===== config.mk =====
export PLATFORM = sky130hd
export DESIGN_NAME = div
export DESIGN_NICKNAME = d
export VERILOG_FILES = /design/src/rtl/div_pkg.sv /design/src/rtl/div.sv
export SDC_FILE = /design/constraint.sdc
export NUM_CORES = 1
export LEC_CHECK = 0
export CORE_MARGIN = 4
export CORE_UTILIZATION = 59
export DETAILED_ROUTE_END_ITERATION = 7
export GPL_TIMING_DRIVEN = 0
export PLACE_DENSITY = 0.82
export REMOVE_ABC_BUFFERS = 1
export SYNTH_ARGS = -nofsm -noshare
export SYNTH_HDL_FRONTEND = slang
export SYNTH_SLANG_ARGS = --single-unit

===== constraint.sdc =====
create_clock -name clk -period 7.5 [get_ports clk]
set_clock_uncertainty 0.15 [all_clocks]
set_input_delay 1.125 -clock clk [delete_from_list [all_inputs] [get_ports clk]]
set_output_delay 1.125 -clock clk [all_outputs]
set_load 0.05 [all_outputs]

===== src/rtl/div_pkg.sv =====
// Shared types and constants for the RV32M multi-cycle divider.
package div_pkg;

  typedef enum logic [1:0] {
    DIV_STATE_IDLE = 2'd0,
    DIV_STATE_CALC = 2'd1,
    DIV_STATE_END  = 2'd2
  } div_state_e;

  localparam logic [2:0] INST_DIV  = 3'b100;
  localparam logic [2:0] INST_DIVU = 3'b101;
  localparam logic [2:0] INST_REM  = 3'b110;
  localparam logic [2:0] INST_REMU = 3'b111;

  localparam logic [4:0] DIV_ITER_LAST = 5'd31;

  localparam logic Enable  = 1'b1;
  localparam logic Disable = 1'b0;

  function automatic logic [31:0] neg_if(
    input logic        neg,
    input logic [31:0] v
  );
    return neg ? (~v + 32'd1) : v;
  endfunction

endpackage


===== src/rtl/div.sv =====
// Radix-2 restoring divider for DIV/DIVU/REM/REMU.
// One quotient bit per cycle; zero divisor and signed overflow skip CALC.
module div
  import div_pkg::*;
(
  input  logic        clk,
  input  logic        rst_n,
  input  logic        start_i,
  input  logic        flush_i,
  input  logic [2:0]  op_i,
  input  logic [31:0] dividend_i,
  input  logic [31:0] divisor_i,
  input  logic [4:0]  reg_waddr_i,
  output logic        div_busy_o,
  output logic        ready_o,
  output logic [31:0] result_o,
  output logic [4:0]  reg_waddr_o
);

  div_state_e  state_q, state_d;
  logic [4:0]  cnt_q, cnt_d;
  logic [31:0] dvd_q, dvd_d;
  logic [31:0] dvs_q, dvs_d;
  logic [31:0] rem_q, rem_d;
  logic [31:0] res_q, res_d;
  logic [4:0]  rd_q, rd_d;
  logic        rsel_q, rsel_d;
  logic        negq_q, negq_d;
  logic        negr_q, negr_d;

  logic        sgn;
  logic [32:0] rem_sh;
  logic [32:0] diff;
  logic [31:0] quo_nx;
  logic [31:0] rem_nx;
  logic        unused_op;

  assign unused_op = op_i[2];

  always_comb begin
    state_d = state_q;
    cnt_d   = cnt_q;
    dvd_d   = dvd_q;
    dvs_d   = dvs_q;
    rem_d   = rem_q;
    res_d   = res_q;
    rd_d    = rd_q;
    rsel_d  = rsel_q;
    negq_d  = negq_q;
    negr_d  = negr_q;
    sgn     = ~op_i[0];
    // Borrow out of the 33-bit trial subtract picks the quotient bit.
    rem_sh  = {rem_q, dvd_q[31]};
    diff    = rem_sh - {1'b0, dvs_q};
    quo_nx  = {dvd_q[30:0], ~diff[32]};
    rem_nx  = diff[32] ? rem_sh[31:0] : diff[31:0];

    unique case (state_q)
      DIV_STATE_IDLE: begin
        if (start_i && !flush_i) begin
          rd_d   = reg_waddr_i;
          rsel_d = op_i[1];
          negq_d = sgn & (dividend_i[31] ^ divisor_i[31]);
          negr_d = sgn & dividend_i[31];
          if (divisor_i == 32'd0) begin
            state_d = DIV_STATE_END;
            res_d   = op_i[1] ? dividend_i : 32'hFFFF_FFFF;
          end else if (sgn && dividend_i == 32'h8000_0000
                       && divisor_i == 32'hFFFF_FFFF) begin
            state_d = DIV_STATE_END;
            res_d   = op_i[1] ? 32'd0 : 32'h8000_0000;
          end else begin
            dvd_d   = neg_if(negr_d, dividend_i);
            dvs_d   = neg_if(sgn & divisor_i[31], divisor_i);
            rem_d   = 32'd0;
            cnt_d   = 5'd0;
            state_d = DIV_STATE_CALC;
          end
        end
      end
      DIV_STATE_CALC: begin
        dvd_d = quo_nx;
        rem_d = rem_nx;
        cnt_d = cnt_q + 5'd1;
        if (flush_i) begin
          state_d = DIV_STATE_IDLE;
        end else if (cnt_q == DIV_ITER_LAST) begin
          state_d = DIV_STATE_END;
          res_d   = rsel_q ? neg_if(negr_q, rem_nx)
                           : neg_if(negq_q, quo_nx);
        end
      end
      DIV_STATE_END: state_d = DIV_STATE_IDLE;
      default:       state_d = DIV_STATE_IDLE;
    endcase
  end

  always_ff @(posedge clk or negedge rst_n) begin
    if (!rst_n) begin
      state_q <= DIV_STATE_IDLE;
      cnt_q   <= 5'd0;
      dvd_q   <= 32'd0;
      dvs_q   <= 32'd0;
      rem_q   <= 32'd0;
      res_q   <= 32'd0;
      rd_q    <= 5'd0;
      rsel_q  <= Disable;
      negq_q  <= Disable;
      negr_q  <= Disable;
    end else begin
      state_q <= state_d;
      cnt_q   <= cnt_d;
      dvd_q   <= dvd_d;
      dvs_q   <= dvs_d;
      rem_q   <= rem_d;
      res_q   <= res_d;
      rd_q    <= rd_d;
      rsel_q  <= rsel_d;
      negq_q  <= negq_d;
      negr_q  <= negr_d;
    end
  end

  assign div_busy_o  = (state_q != DIV_STATE_IDLE);
  assign ready_o     = (state_q == DIV_STATE_END);
  assign result_o    = ready_o ? res_q : 32'd0;
  assign reg_waddr_o = ready_o ? rd_q : 5'd0;

endmodule


==> results.md, run 1 <==
Outcome:
- The run finished with clean final reports.

Placed design:
- The post-place setup slack is 0.919 ns.
- The global placer's final weighted congestion is 0.938.
- The number of I/O port buffers is 113.
- The post-detailed-placement cell area is 13,500 um^2.
- Summed over all nets, the half-perimeter wirelength after detailed placement is 25.4 mm.

Routing:
- The total DRC errors in the routed layout is 0.
- The final wirelength is 35.5 mm.
- In this run the remaining antenna-violating nets after routing total 0.
- The detailed router finished its first iteration with 1,223 violations.
- The average routed wire per standard cell is about 19 um.
- After detailed routing, the number of vias per cell comes to 6.41.
- The first-pass iteration count of the detailed router is 6.
- Detailed routing inserted a total of ~12k vias.

CTS:
- The clock sink count is 143.
- The longest clock path from root to sink contains 2 buffers.
- Clock-pin slew was measured on the worst setup and hold paths at roughly 0.070 ns.
- The CTS H-tree depth is 4.
- The root buffer cell is sky130_fd_sc_hd__clkbuf_16.
- Clock tree synthesis inserted a total of 17 buffers.
- The clock tree from TritonCTS is built.
- In this run the post-CTS setup repair buffer count came out at 0.
- Hold repair after CTS inserted 0 buffers.
- The count of cells resized by post-cts repair is 0.
- The clock insertion delay at the later pin of the skew report is 0.44 ns.

Worst setup path:
- The data arrival time of the critical path is 7.02 ns.
- The setup path with the least slack is of type flip-flop to flip-flop.
- The critical path goes through inv_1, ha_1, fa_1, nor2b_1, o2111a_1, nor3_1, o21ai_2, a211o_1, a21oi_1, nor2_4, inv_2, ha_1, nand2b_1, or3_1, or4_1, or2_1, nand2b_1, o41ai_2, xnor2_1, a221oi_1, a21oi_1.
- The nature of the critical path startpoint is a flip-flop.
- The critical path's slowest cell is sky130_fd_sc_hd__a21oi_1.
- The beginning of the critical path is dvd_q[31]$_DFFE_PN0P_.
- The count of buffer and inverter cells on the critical path is 2.
- The stage delay of the slowest cell on the critical path is 1.03 ns.
- Broken down by cell family, the worst path's largest delay share belongs to compound AO/OA/AOI/OAI gates.
- The worst register-to-register path has a setup slack of 0.64 ns.
- At the worst endpoint, the required time is approximately 7.7 ns.
- The worst register-to-register path begins at dvd_q[31]$_DFFE_PN0P_.
- The type of element capturing the critical path is a flip-flop.
- The biggest fanout along the worst timing path is 29.

Global routing:
- The number of antenna violations at the first check in global routing came to 0.
- The wire length of the first global-routing pass is 59.0 mm.
- The number of global-route vias before repair is 11.7k.
- The overall track demand over capacity in global routing is 0.304.
- The pin count of the biggest net entering global routing is 93.
- Global routing finished with a remaining overflow of 0.

Timing:
- The total count of max-transition violations in the final report was 0.
- Of the available clock period, the critical path in the final layout requires 0.914.
- The minimum clock period is 6.86 ns.
- The worst slew margin relative to its limit is 0.0880.
- The worst-margin pin slew is about 1.4 ns.
- The worst path meets setup with 0.641 ns of slack.
- Setup repair after global routing left no endpoint under its margin.
- The maximum clock rate is 146 MHz.
- The hold violation total from the final report came to 0.
- Setup violations remaining at the end of the flow were counted as 0.

Cells and area:
- Of the cells placed in the final design, the portion with a size suffix greater than 1 is 0.0585.
- The final layout contains 1,709 nets.
- The area growth from synthesis to final layout is 15.0%.
- The number of diodes added for antenna fixing is 0.
- With fillers left out, the area of the finished cells amounts to 14,000 um^2.
- After filler insertion, the fill cell instance count of the layout stands at 1,701.
- For this run, the share of the core covered by cells in the final layout is 0.691.

Synth:
- The number of enable-type register cells in the synthesized netlist is 0.
- The async set-reset flop share out of synthesis is 1.00.
- The most common cell in the synthesized netlist is sky130_fd_sc_hd__nor2_1.
- The commonest cells after synthesis are sky130_fd_sc_hd__nor2_1 (165), sky130_fd_sc_hd__nand2_1 (146), sky130_fd_sc_hd__dfrtp_1 (143).
- The synthesized area is around 12,000 um^2.
- sky130_fd_sc_hd__dfrtp_1 takes more of the synthesized area than any other cell.
- Dividing the synthesized area by the synthesized cell count gives 7.89 um^2.
- The share of the Yosys chip area taken by registers is 0.293.
- For this run, the leading register cell type out of synthesis is sky130_fd_sc_hd__dfrtp_1.
- The number of distinct standard cells referenced by the synthesized netlist is 79.
- The proportion of netlist area held by the largest area contributor is 0.293.
- The cell count after synthesis is roughly 1.5k.
- For this run, the number of Yosys warnings is 0.
- The count of state elements after synthesis is around 140.
- Yosys attributes the largest share of cell area to sky130_fd_sc_hd__dfrtp_1 (29%), sky130_fd_sc_hd__o21ai_0 (5.8%), sky130_fd_sc_hd__xnor2_1 (5.3%), sky130_fd_sc_hd__a21oi_1 (5.2%), sky130_fd_sc_hd__nor2_1 (5.1%).

Worst hold path:
- The type of the tightest min-delay check is flip-flop to flip-flop.
- The startpoint identified for the worst hold timing path is res_q[22]$_DFFE_PN0P_.

Power:
- Summing internal, switching and leakage power gives 0.00499 W.
- The peak supply drop is 0.000245 V.
- The power per standard cell area is ~360 nW/um^2.
- In this run the static leakage power is 5.69 nW.

Floorplan:
- The die span in y is 152 um.
- The area of the die is 23,000 um^2.
- The starting density of the core is 0.601.
- The core footprint is 20,300 um^2.
- The number of primary I/O pins is 115.
- The number of rows in the core area is 52.
- The floorplan step set the die width to 152 um.

Job:
- The tool flagged a number of max-cap violations equal to 0.
==> worst reg2reg max path, delay by kind of cell, from the launching register on <==
kind                       cells  cell delay (ns)
and+or+nand+nor                8             2.10
adders and majority gates      3             0.70
xor gates and xnor gates       1             0.10
buffers and inverters          2             0.65
AOI/OAI and AO/OA              7             2.57
DFF                            1             0.48
==> flip-flops by register name, indices dropped and copies added, names as in the netlist <==
register,cells
dvs_q,32
rsel_q,1
dvd_q,32
negr_q,1
rem_q,32
res_q,32
rd_q,5
cnt_q,5
negq_q,1
state_q,2
==> metrics by stage <==
stage | hold WS, ns | std cells | setup TNS [ns]
2_1_floorplan | 0.287 | 1455 | 0
3_3_place_gp | 0.305 | 1838 | -122.51
3_5_place_dp | 0.313 | 1844 | 0
4_1_cts | 0.328 | 1876 | 0
5_1_grt | 0.358 | 1876 | 0
6_report | 0.328 | 1876 | 0
==> final cells by class <==
type / count / area, um^2 / area share
Clock buffer: 17 / 425 / 0.0303
Clock inverter: 15 / 150 / 0.0107
Inverter: 60 / 226 / 0.0161
Multi-Input combinational cell: 1252 / 8060 / 0.575
Sequential cell: 143 / 3580 / 0.255
Tap cell: 270 / 338 / 0.0241
Timing Repair Buffer: 119 / 1250 / 0.0891
==> cells in the final DEF (no fill, tap or decap), types with 18 or more instances in the layout <==
cell type,count
sky130_fd_sc_hd__nor3_1,36
sky130_fd_sc_hd__o21ai_0,140
sky130_fd_sc_hd__dfrtp_1,142
sky130_fd_sc_hd__and2_1,47
sky130_fd_sc_hd__nor4_1,18
sky130_fd_sc_hd__inv_1,58
sky130_fd_sc_hd__xor2_1,62
sky130_fd_sc_hd__mux2i_1,25
sky130_fd_sc_hd__ha_1,39
sky130_fd_sc_hd__a31oi_1,19
sky130_fd_sc_hd__a21oi_1,126
sky130_fd_sc_hd__nand2_1,145
sky130_fd_sc_hd__o31ai_1,23
sky130_fd_sc_hd__or3_1,20
sky130_fd_sc_hd__nand2b_1,24
sky130_fd_sc_hd__xnor2_1,74
sky130_fd_sc_hd__clkdlybuf4s50_1,112
sky130_fd_sc_hd__nor2_1,163
sky130_fd_sc_hd__a221o_1,26
==> layer usage <==
metal,vias up,global-route usage,share of wire
met5,-,0,0
met4,0,0.125,0.039
met3,107,0.0529,0.067
met2,525,0.498,0.47
met1,5669,0.400,0.42
li1,5725,-,-
==> logic make-up (layout without fill, tap and decap cells) <==
kind of cell	count (synthesis)	after routing	share of synthesized area
flip-flops	143	143	0.293
AO/OA/AOI/OAI	481	481	0.258
AND/OR/NAND/NOR	554	554	0.224
multiplexers	41	41	0.0353
adder cells (fa/ha/maj)	40	40	0.0416
XOR/XNOR	136	136	0.0976
buffers and inverters	152	211	0.0495
==> report_power, final <==
group / internal (W) / switching, W
Combinational: 0.00112 / 0.00180
Clock: 0.000467 / 0.000383
Sequential: 0.000952 / 0.000265
Total: 0.00254 / 0.00245
==> worst paths after layout <==
path,cells past startpoint,end
worst max-delay path,21,res_q[30]$_DFFE_PN0P_
worst min-delay path,2,res_q[22]$_DFFE_PN0P_
worst max register to register,21,res_q[30]$_DFFE_PN0P_
worst min register to register,2,res_q[22]$_DFFE_PN0P_
max in group asynchronous,2,rsel_q$_DFFE_PN0P_
min in group asynchronous,1,rd_q[2]$_DFFE_PN0P_
Power figures use the tool's default switching activity.
==> run 2: changes to the inputs <==
--- a/config.mk
+++ b/config.mk
@@ -14,3 +14,4 @@
 export SYNTH_ARGS = -nofsm -noshare
 export SYNTH_HDL_FRONTEND = slang
 export SYNTH_SLANG_ARGS = --single-unit
+export TNS_END_PERCENT = 1
==> results of run 2 <==
No change in the layout: final DEF, timing and power equal those of run 1.
